`config.mk`:
```
export PLATFORM = sky130hd
export DESIGN_NAME = mem_port_arbiter
export DESIGN_NICKNAME = d
export VERILOG_FILES = /design/src/rtl/riscv_pkg.sv /design/src/rtl/mem_port_arbiter.sv
export SDC_FILE = /design/constraint.sdc
export NUM_CORES = 1
export LEC_CHECK = 0
export BUFFER_PORTS_ARGS = -buffer_cell sky130_fd_sc_hd__buf_2
export CAP_MARGIN = 10
export CORE_AREA = 2 2 108 110
export DETAILED_ROUTE_END_ITERATION = 8
export DIE_AREA = 0 0 110 112
export SYNTH_ARGS = -nofsm -noshare
export SYNTH_HDL_FRONTEND = slang
export SYNTH_SLANG_ARGS = --single-unit
```
`constraint.sdc`:
```
create_clock -name clk -period 2.05 [get_ports clk]
set_clock_uncertainty 0.2 [all_clocks]
set_input_delay 0.41 -clock clk [delete_from_list [all_inputs] [get_ports clk]]
set_output_delay 0.41 -clock clk [all_outputs]
set_load 0.005 [all_outputs]
```
`src/rtl/riscv_pkg.sv`:
```
// Shared types for the memory-port arbiter: FSM states and transaction owner.
package riscv_pkg;

    typedef enum logic [1:0] {
        ARB_IDLE    = 2'd0,
        ARB_WAIT_IF = 2'd1,
        ARB_WAIT_DM = 2'd2
    } arb_state_t;

    typedef enum logic {
        OWN_IF = 1'b0,
        OWN_DM = 1'b1
    } arb_owner_t;

    // Wait state that follows a grant to the given owner.
    function automatic arb_state_t wait_state_for(arb_owner_t owner);
        return (owner == OWN_IF) ? ARB_WAIT_IF : ARB_WAIT_DM;
    endfunction

endpackage

```
`src/rtl/mem_port_arbiter.sv`:
```
// Shares one single-ported memory between instruction fetch and data access,
// one outstanding transaction at a time, data first with bounded fetch starvation.
module mem_port_arbiter
    import riscv_pkg::*;
#(
    parameter int ADDR_W        = 32,
    parameter int DATA_W        = 32,
    parameter int IF_STARVE_MAX = 4
) (
    input  logic                clk,
    input  logic                rst_n,
    input  logic                if_req,
    input  logic [ADDR_W-1:0]   if_addr,
    output logic                if_gnt,
    output logic                if_rvalid,
    output logic [DATA_W-1:0]   if_rdata,
    input  logic                dm_req,
    input  logic                dm_we,
    input  logic [ADDR_W-1:0]   dm_addr,
    input  logic [DATA_W-1:0]   dm_wdata,
    input  logic [DATA_W/8-1:0] dm_wstrb,
    output logic                dm_gnt,
    output logic                dm_rvalid,
    output logic [DATA_W-1:0]   dm_rdata,
    output logic                mem_req,
    output logic                mem_we,
    output logic [ADDR_W-1:0]   mem_addr,
    output logic [DATA_W-1:0]   mem_wdata,
    output logic [DATA_W/8-1:0] mem_wstrb,
    input  logic                mem_ready,
    input  logic                mem_rvalid,
    input  logic [DATA_W-1:0]   mem_rdata,
    output logic                err_spur
);

    localparam int CNT_W = $clog2(IF_STARVE_MAX + 1);
    localparam logic [CNT_W-1:0] CNT_MAX = CNT_W'(IF_STARVE_MAX);

    arb_state_t       state_reg, state_next;
    logic [CNT_W-1:0] starve_cnt_reg, starve_cnt_next;
    logic             store_reg, store_next;
    logic             err_spur_reg, err_spur_next;

    arb_owner_t       owner;
    logic             idle;
    logic             granted;

    // Request side: everything is gated by rst_n so the block is silent while held in reset.
    always_comb begin
        idle      = rst_n && (state_reg == ARB_IDLE);
        owner     = (if_req && (!dm_req || (starve_cnt_reg == CNT_MAX))) ? OWN_IF : OWN_DM;
        mem_req   = idle && (if_req || dm_req);
        mem_we    = 1'b0;
        mem_addr  = '0;
        mem_wdata = '0;
        mem_wstrb = '0;
        if (mem_req) begin
            if (owner == OWN_IF) begin
                mem_addr  = if_addr;
                mem_wstrb = '1;
            end else begin
                mem_we    = dm_we;
                mem_addr  = dm_addr;
                mem_wdata = dm_wdata;
                mem_wstrb = dm_wstrb;
            end
        end
        granted = mem_req && mem_ready;
        if_gnt  = granted && (owner == OWN_IF);
        dm_gnt  = granted && (owner == OWN_DM);
    end

    // Response side: route mem_rvalid to whoever owns the outstanding transaction.
    always_comb begin
        if_rvalid = rst_n && (state_reg == ARB_WAIT_IF) && mem_rvalid;
        dm_rvalid = rst_n && (state_reg == ARB_WAIT_DM) && mem_rvalid;
        if_rdata  = if_rvalid ? mem_rdata : '0;
        dm_rdata  = (dm_rvalid && !store_reg) ? mem_rdata : '0;
    end

    always_comb begin
        state_next = state_reg;
        store_next = store_reg;
        case (state_reg)
            ARB_IDLE: begin
                if (granted) begin
                    state_next = wait_state_for(owner);
                    store_next = (owner == OWN_DM) && dm_we;
                end
            end
            ARB_WAIT_IF, ARB_WAIT_DM: begin
                if (mem_rvalid) begin
                    state_next = ARB_IDLE;
                end
            end
            default: state_next = ARB_IDLE;
        endcase

        starve_cnt_next = starve_cnt_reg;
        if (!if_req || if_gnt) begin
            starve_cnt_next = '0;
        end else if (dm_gnt && (starve_cnt_reg != CNT_MAX)) begin
            starve_cnt_next = starve_cnt_reg + CNT_W'(1);
        end

        // A response with nothing outstanding (including one orphaned by reset) is sticky.
        err_spur_next = err_spur_reg || (mem_rvalid && (state_reg == ARB_IDLE));
    end

    always_ff @(posedge clk or negedge rst_n) begin
        if (!rst_n) begin
            state_reg      <= ARB_IDLE;
            starve_cnt_reg <= '0;
            store_reg      <= 1'b0;
            err_spur_reg   <= 1'b0;
        end else begin
            state_reg      <= state_next;
            starve_cnt_reg <= starve_cnt_next;
            store_reg      <= store_next;
            err_spur_reg   <= err_spur_next;
        end
    end

    assign err_spur = err_spur_reg;

endmodule

```
# ---- Word level (Yosys, flattened, before mapping)
# Cells that the tools add are included.
dict set report word_totals {
  register_bits 7
  inputBits 139
  out_inout_bits 139
}
dict set report classes {
  addsub 1
  eq_ne 6
  muxes 17
  reduce_logical 26
}
# cell n
set op_table {}
lappend op_table {{$mux 32} 6}
lappend op_table {{$logic_and 1x1->1} 14}
lappend op_table {{$mux 4} 2}
lappend op_table {{$mux 2} 3}
lappend op_table {{$mux 3} 2}
lappend op_table {{$logic_or 1x1->1} 4}
lappend op_table {{$ne 2x2->1 const B} 2}
lappend op_table {{$pmux 2 s2} 1}
lappend op_table {{$reduce_and 2->1} 2}
lappend op_table {{$add 3x1->3 const B} 1}
lappend op_table {{$eq 3x3->1 const B} 1}
lappend op_table {{$logic_not 1->1} 3}
lappend op_table {{$mux 1} 3}
lappend op_table {{$ne 3x3->1 const B} 1}
lappend op_table {{$eq 2x1->1 const B} 1}
lappend op_table {{$eq 2x2->1 const B} 1}
lappend op_table {{$logic_not 2->1} 1}
lappend op_table {{$reduce_bool 2->1} 1}
lappend op_table {{$reduce_or 2->1} 1}

# ---- Depth between registers and ports, before layout
# Gate-level depths: netlist of run 1.
dict set report logic_depth {
  depth_word 8
  depth_mapped 7
  mapped_depth_nobuf 5
}

# ---- Worst setup path after synthesis of run 1
# OpenSTA, ideal clock, no wires.
dict set report synth_path {
  path_kind {flip-flop to output port}
  start {reg starve_cnt_reg[0]}
  end {out mem_addr[25]}
  t_arrival_ns 1.351
  required_time_ns 1.440
  slack_ns 0.089
  path_stages_with_launch 8
  path_buffers 2
  cell_sequence {dfrtp_1 inv_1 ha_1 a21bo_4 buf_6 buf_8 nand3_1 a21oi_1}
}
dict set report synth_via {
  elab_chain_cells 5
}
# item line_no
set synth_lines {}
lappend synth_lines {{start, declared} mem_port_arbiter.sv:40} ;# logic [CNT_W-1:0] starve_cnt_reg, starve_cnt_next;
lappend synth_lines {{start signal, assigned} mem_port_arbiter.sv:118} ;# starve_cnt_reg <= starve_cnt_next;
lappend synth_lines {{$eq 3x3->1} mem_port_arbiter.sv:51} ;# owner = (if_req && (!dm_req || (starve_cnt_reg == CNT_MAX))) ? OWN_IF : OWN_DM;
lappend synth_lines {{$logic_or 1x1->1} mem_port_arbiter.sv:51}
lappend synth_lines {{$logic_and 1x1->1} mem_port_arbiter.sv:51}
lappend synth_lines {{$mux 32} mem_port_arbiter.sv:58} ;# if (owner == OWN_IF) begin
lappend synth_lines {{$mux 32} mem_port_arbiter.sv:57} ;# if (mem_req) begin
lappend synth_lines {{end, declared} mem_port_arbiter.sv:27} ;# output logic [ADDR_W-1:0] mem_addr,
# No other way between the ends.

# ---- Worst setup path in the final report of run 1
dict set report layout_path {
  start {reg state_reg[1]}
  end {out mem_addr[21]}
}
dict set report layout_via {
  elab_chain_cells 4
}
# item line_no
set layout_lines {}
lappend layout_lines {{start, declared} mem_port_arbiter.sv:39} ;# arb_state_t state_reg, state_next;
lappend layout_lines {{start signal, assigned} mem_port_arbiter.sv:117} ;# state_reg <= state_next;
lappend layout_lines {{$logic_not 2->1} mem_port_arbiter.sv:50} ;# idle = rst_n && (state_reg == ARB_IDLE);
lappend layout_lines {{$logic_and 1x1->1} mem_port_arbiter.sv:50}
lappend layout_lines {{$logic_and 1x1->1} mem_port_arbiter.sv:52} ;# mem_req = idle && (if_req || dm_req);
lappend layout_lines {{$mux 32} mem_port_arbiter.sv:57}
# No other way between the ends.

==> results by group, run 1 <==
Synthesis
  • Share of the yosys chip area belonging to registers: 9.609%
  • Total standard cell area after synthesis: 0.001823 sq mm
  • YS warnings: 0
  • Library cells used by synthesis: 33
  • Total of flip-flops plus latches after synthesis: 7
  • Net count after synthesis: 426
  • Synth Instances: 282
  • Avg Inst Size Synth: 6.465 sq um

STA
  • Final worst path period share: 111.9%
  • Clock period minus worst slack: 2.293 ns
  • Worst hold-check slack: 0.2773 ns
  • Fin. max-slew vios: 0
  • RSZ-0062 raised after global routing: yes
  • Total negative setup slack: -23.78 ns
  • Setup violations, final: 136
  • Fmax achieved: 0.4361 GHz
  • Final count of hold timing violations: 0
  • Setup WS post-layout: -0.2432 ns
  • Worst-case headroom to the max-slew limit: 79.78%
  • Transition time of the tightest slew-check pin: 0.3023 ns

Clocking
  • H-Tree Level Count: 1
  • Clock transition at the registers of the reported paths: 0.04 ns
  • Max Root-Sink Buffers: 2
  • TritonCTS clock tree: built
  • Root buf cell: clkbuf_16
  • Cts bufs inserted: 3
  • CTS Sinks: 7
  • Worst-Skew Late Latency: 0.23 ns

Die
  • Die footprint: 0.01232 sq mm
  • Initial core utilization: 16.31%
  • Row cnt: 39
  • Top-level I/O count: 278
  • Core area: 0.01117 sq mm
  • Width of the chip: 110 um
  • Height of the chip: 112 um

Status
  • Run status: finished with violations
  • Violated checks: setup timing

Final layout
  • Final cell utilization of the core: 36.97%
  • Number of nets in the layout: 724
  • Layout overhead on the synthesized area: 126.6%
  • Post-route non-filler standard cell count: 722
  • Post-route cell area: 0.004131 sq mm
  • Fill cell count: 1188
  • Max reg flops: 3
  • Inserted Diodes: 0
  • Fraction of final layout cells with drive strength greater than 1: 67.01%

Detailed routing
  • Routed Antenna Nets: 0
  • Average wire per cell in the routed design: 15.05 um
  • DRC marker count from the first detailed-route iteration: 118
  • Routed vias: 3193
  • Router iterations before antenna repair: 5
  • Residual DRC: 0
  • DR vias/cell: 4.422
  • Routed Wire Length: 10.87 mm

Placed design
  • Post-detailed-placement half-perimeter wirelength: 7.656 mm
  • Pre-CTS setup slack: -0.01199 ns
  • Number of placed instances, taps included: 699
  • Count of buffers from port buffering: 277
  • Gp weighted congestion: 0.7955
  • Post-detailed-placement cell area: 0.003481 sq mm

Global route
  • Met3 capacity usage during global routing: 2.635%
  • Number of global-route vias before repair: 2747
  • Maximum number of pins on one net before global-route repair: 34
  • Global routing's busiest layer: met2
  • Global route overflow: 0
  • First-pass GRT wire length: 13.89 mm
  • Number of antenna violations at the first check in global routing: 0
  • Met1 demand-to-capacity share in global routing: 16.30%
  • Met2 Track Usage GR: 27.53%
  • Total GRT Usage: 14.36%

Setup path
  • Reg-to-reg critical path endpoint: starve_cnt_reg[2]
  • Register-to-Register Path Depth: 9
  • Required time of the critical path: 1.44 ns
  • FF-to-FF Start: state_reg[1]
  • Startpoint types: flip-flop
  • Crit path capture type: primary output
  • Setup slack of the most critical reg-to-reg path: 0.02 ns
  • Critical path arrival: 1.68 ns
  • Crit Path Category: flip-flop to primary output
  • Crit path max fanout: 19

Power
  • Total power consumption of the routed design: 2.329 mW
  • VDD IR-drop max: 328.6 uV
  • Leak Pwr: 2.296 nW
  • Power per cell area: 563.7 mW/mm^2

Min path
  • Cell count of the worst hold path: 1
  • Worst hold start: err_spur
  • Endpoint of the worst hold path: err_spur
  • Hold WC Path Type: flip-flop to flip-flop

Run
  • Number of violations of the max-capacitance limit: 0
[where the power goes]
group | total, mW | internal (mW) | switching [mW]
Sequential | 0.194 | 0.170 | 0.0236
Combinational | 1.80 | 1.00 | 0.803
Clock | 0.331 | 0.259 | 0.0725
[cells in the final DEF (no fill, tap or decap), types with 3 or more instances in the layout]
cell type	instances
a21oi_1	7
a21oi_2	30
and2_1	85
and2_4	12
and3_4	6
buf_12	5
buf_2	269
buf_4	22
buf_6	14
clkbuf_16	6
dfrtp_1	7
ha_4	3
inv_1	3
inv_2	3
nand2_1	5
nand3_1	36
nor2_4	5
o21ai_0	27
o21ai_1	9
[cell families (layout without fill, tap and decap cells)]
kind of cell,after synthesis,in the layout,synth area share (%)
fa+ha+maj,5,5,3.432
compound gates,84,84,28.14
buf+inv,36,329,11.19
flops,7,7,9.609
simple gates,150,154,47.63
[synth_stat cells]
cell type	n	area, sq um
buf_6	4	45.04
inv_1	7	26.28
nand2_1	5	18.77
nand3_1	36	180.2
dfrtp_1	7	175.2
clkbuf_1	6	22.52
o31ai_1	1	7.510
o21ai_1	6	30.03
o31ai_2	1	12.51
nor2_1	6	22.52
a21o_1	1	7.510
a21oi_1	33	165.2
a21o_4	1	15.01
buf_8	1	15.01
buf_4	2	15.01
o211ai_2	1	12.51
a21bo_4	1	16.27
and2_1	97	606.8
a21boi_4	1	18.77
o2111ai_2	1	15.01
o21ai_0	30	150.1
a31oi_2	1	12.51
and2b_1	1	7.510
or3_1	1	6.260
and3_1	2	12.51
clkbuf_2	6	30.03
buf_2	10	50.05
a22oi_1	1	7.510
a21oi_2	4	35.03
ha_1	5	62.56
o211ai_1	1	7.510
nor2b_1	1	6.260
nor3b_1	1	7.510
[repair_timing]
item / in CTS / in global routing
gates resized for setup: 45 / 46
hold endpoints to repair: 7 / 0
endpoints found under the setup margin: 136 / 138
buffers inserted: 4 / 5
gates cloned: 3 / 8
hold buffers: 2 / 0
pin swaps: 7 / 6
[layout make-up]
type	instances	area (sq um)	area share [%]
clock buffers	4	78.83	1.908
inverters	7	28.78	0.6965
multi-input cells	243	1718	41.58
flip-flops and latches	7	175.2	4.240
well taps	143	178.9	4.331
repair buffers	318	1952	47.24
[worst max path at each step]
stage | end | slack, ns | from | cells after the start
after floorplan | mem_addr[25] | 0.09 | starve_cnt_reg[0] | 7
after global placement | mem_addr[21] | 0.009 | state_reg[1] | 7
after detailed placement | mem_addr[21] | -0.01 | state_reg[1] | 7
after CTS | mem_addr[5] | -0.22 | state_reg[1] | 8
after global routing | mem_addr[1] | -0.32 | state_reg[1] | 7
final | mem_addr[21] | -0.24 | state_reg[1] | 7
[metal layers]
metal	part of all wire [%]	vias to the layer above
met5	0	-
met4	1.2	0
met3	7.6	10
met2	53	185
met1	38	1443
li1	-	1555
[worst max-delay path, cell delays in order, from the launching register on]
cell       delay (ns)
dfrtp_1          0.40
inv_2            0.09
ha_4             0.16
buf_6            0.09
o211ai_1         0.11
bufbuf_16        0.32
a21oi_2          0.13
buf_2            0.13
No activity file was read; power rests on OpenSTA's default activity.
==> run 2: changes to the inputs <==
CELL_PAD_IN_SITES_DETAIL_PLACEMENT = 1   (was unset)
CELL_PAD_IN_SITES_GLOBAL_PLACEMENT = 2   (was unset)
CORE_AREA = unset   (was 2 2 108 110)
CORE_ASPECT_RATIO = 0.9   (was unset)
CORE_UTILIZATION = 10   (was unset)
DIE_AREA = unset   (was 0 0 110 112)
PLACE_DENSITY_LB_ADDON = 0.1   (was unset)
SKIP_CTS_REPAIR_TIMING = 1   (was unset)
clock period = 2 ns   (was 2.05 ns; I/O delays follow)
==> results by group, run 2 (synthesis results as in run 1) <==
STA
  • Fmax achieved: 0.4311 GHz
  • Clock period minus worst slack: 2.320 ns
  • Total negative setup slack: -32.00 ns
  • Setup WS post-layout: -0.3198 ns
  • Transition time of the tightest slew-check pin: 0.3462 ns
  • Final worst path period share: 116.0%
  • Worst hold-check slack: 0.2314 ns
  • RSZ-0062 raised after global routing: yes
  • Worst-case headroom to the max-slew limit: 76.88%
  • Setup violations, final: 137
  • Fin. max-slew vios: 0
  • Final count of hold timing violations: 0

Min path
  • Cell count of the worst hold path: 2
  • Hold WC Path Type: primary input to flip-flop
  • Worst hold start: mem_rvalid
  • Endpoint of the worst hold path: err_spur

Clocking
  • Worst-Skew Late Latency: 0.24 ns
  • H-Tree Level Count: 1
  • Root buf cell: clkbuf_16
  • TritonCTS clock tree: built
  • Max Root-Sink Buffers: 2
  • CTS Sinks: 7
  • Cts bufs inserted: 3
  • Clock transition at the registers of the reported paths: 0.04 ns

Global route
  • First-pass GRT wire length: 15.67 mm
  • Number of antenna violations at the first check in global routing: 1
  • Maximum number of pins on one net before global-route repair: 39
  • Global route overflow: 0
  • Total GRT Usage: 10.73%
  • Number of global-route vias before repair: 2933

Setup path
  • CP delay by family, top: buffers and inverters
  • Critical Path Slowest Stage Cell: dfrtp_1
  • Crit path capture type: primary output
  • Crit path max fanout: 16
  • Startpoint types: flip-flop
  • Reg-to-reg critical path endpoint: starve_cnt_reg[2]
  • Register-to-Register Path Depth: 7
  • Maximum single-stage delay on the critical path: 0.40 ns
  • FF-to-FF Start: state_reg[1]
  • Setup slack of the most critical reg-to-reg path: 0.09 ns
  • Crit Path Category: flip-flop to primary output
  • Required time of the critical path: 1.40 ns
  • Buffers and inverters on the worst path: 3
  • Critical Path, Cell by Cell: inv_2 > ha_4 > nand3_4 > a31oi_4 > clkbuf_16 > and2_1 > buf_2
  • Critical path arrival: 1.72 ns

Placed design
  • Count of buffers from port buffering: 277
  • Post-detailed-placement cell area: 0.003657 sq mm
  • Gp weighted congestion: 0.7657
  • Post-detailed-placement half-perimeter wirelength: 9.246 mm

Detailed routing
  • Routed wire length on met2: 6.952 mm
  • DRC marker count from the first detailed-route iteration: 49
  • DR vias/cell: 3.938
  • Top layer in use: met5
  • Routed Wire Length: 12.76 mm
  • Router iterations before antenna repair: 4
  • Routed length on met3: 1.286 mm
  • Routed Antenna Nets: 0
  • Residual DRC: 0
  • M1 wire length: 4.416 mm
  • Average wire per cell in the routed design: 15.55 um
  • Routed vias: 3233

Die
  • Top-level I/O count: 278
  • Core area: 0.01773 sq mm
  • Initial core utilization: 10.28%
  • Row cnt: 46
  • Height of the chip: 130.1 um
  • Width of the chip: 144.3 um
  • Die footprint: 0.01877 sq mm

Power
  • Combinational Power Share: 76.9%
  • Switching share of power: 39.78%
  • VDD IR-drop max: 265.9 uV
  • Internal Pwr Total: 1.422 mW
  • Power per cell area: 487.1 mW/mm^2
  • Leak Pwr: 2.437 nW
  • Part of the total power dissipated in the clock network: 14.9%
  • Switching Power: 0.9393 mW
  • Part of the total power dissipated in sequential elements: 8.2%

Final layout
  • Most frequent cells in the layout: buf_2 (231), and2_1 (52), buf_6 (50), and2_4 (45)
  • Number of nets in the layout: 726
  • Inserted Diodes: 0
  • Layout overhead on the synthesized area: 165.9%
  • Most common cell after layout, fill and taps aside: buf_2
  • Post-route cell area: 0.004847 sq mm
  • Max reg flops: 3
  • Fraction of final layout cells with drive strength greater than 1: 76.42%

Run
  • Number of violations of the max-capacitance limit: 0

Status
  • Violated checks: setup timing
  • Run status: finished with violations
## run 2: cell types whose count changed in the layout (fill, tap and decap cells not counted), moves of 6 or more
cell,delta
nand3_1,-26
nand3_2,+14
buf_2,-38
buf_6,+36
clkbuf_16,+6
nand3_4,+12
and2_4,+33
and2_1,-33
## run 2: per-stage QoR
step | utilization, % | instances | power (mW) | worst slack (ns)
finish | 27.34 | 821 | 2.361 | -0.3198
global route | 27.34 | 821 | 2.556 | -0.3911
CTS | 21.08 | 804 | 1.877 | -0.3206
detailed placement | 20.63 | 800 | 1.511 | -0.06234
global placement | 20.63 | 800 | 1.508 | -0.06926
floorplan | - | 282 | 0.7880 | 0.04862
## run 2: power by group through the flow
stage / Clock, mW / Sequential (mW) / Combinational [mW]
floorplan: 0 / 0.196 / 0.592
global placement: 0 / 0.192 / 1.32
detailed placement: 0 / 0.195 / 1.32
CTS: 0.363 / 0.193 / 1.32
global route: 0.371 / 0.199 / 1.99
finish: 0.351 / 0.194 / 1.82
## run 2: per-layer routing
metal	vias up	global-route usage, %
met2	163	21.38
met4	2	2.601
met5	-	0
met3	7	3.523
met1	1511	10.54
li1	1550	-
## run 2: worst register-to-register path, stage by stage, from the launching register on
cell       delay, ns
dfrtp_1         0.40
inv_2           0.10
ha_4            0.16
buf_4           0.14
o2111ai_4       0.17
buf_6           0.19
or3_1           0.35
a21oi_1         0.14
## run 2: worst max path at each step
stage                     cells past startpoint             to  slack (ns)              start
after floorplan                               7   mem_addr[25]        0.05  starve_cnt_reg[0]
after global placement                        7   mem_addr[16]       -0.07  starve_cnt_reg[0]
final                                         7  mem_wdata[16]       -0.32       state_reg[1]
after CTS                                     7   mem_addr[16]       -0.32  starve_cnt_reg[1]
after global routing                          7  mem_wdata[16]       -0.39       state_reg[1]
after detailed placement                      7   mem_addr[26]       -0.06  starve_cnt_reg[0]
## run 2: cell type report
class                      count  area, sq um
fill                        2175        12880
timing repair buffer         324         2320
multi-input combinational    239         1947
tap                          240        300.3
sequential                     7        175.2
clock buffer                   4        78.83
inverter                       7        26.28
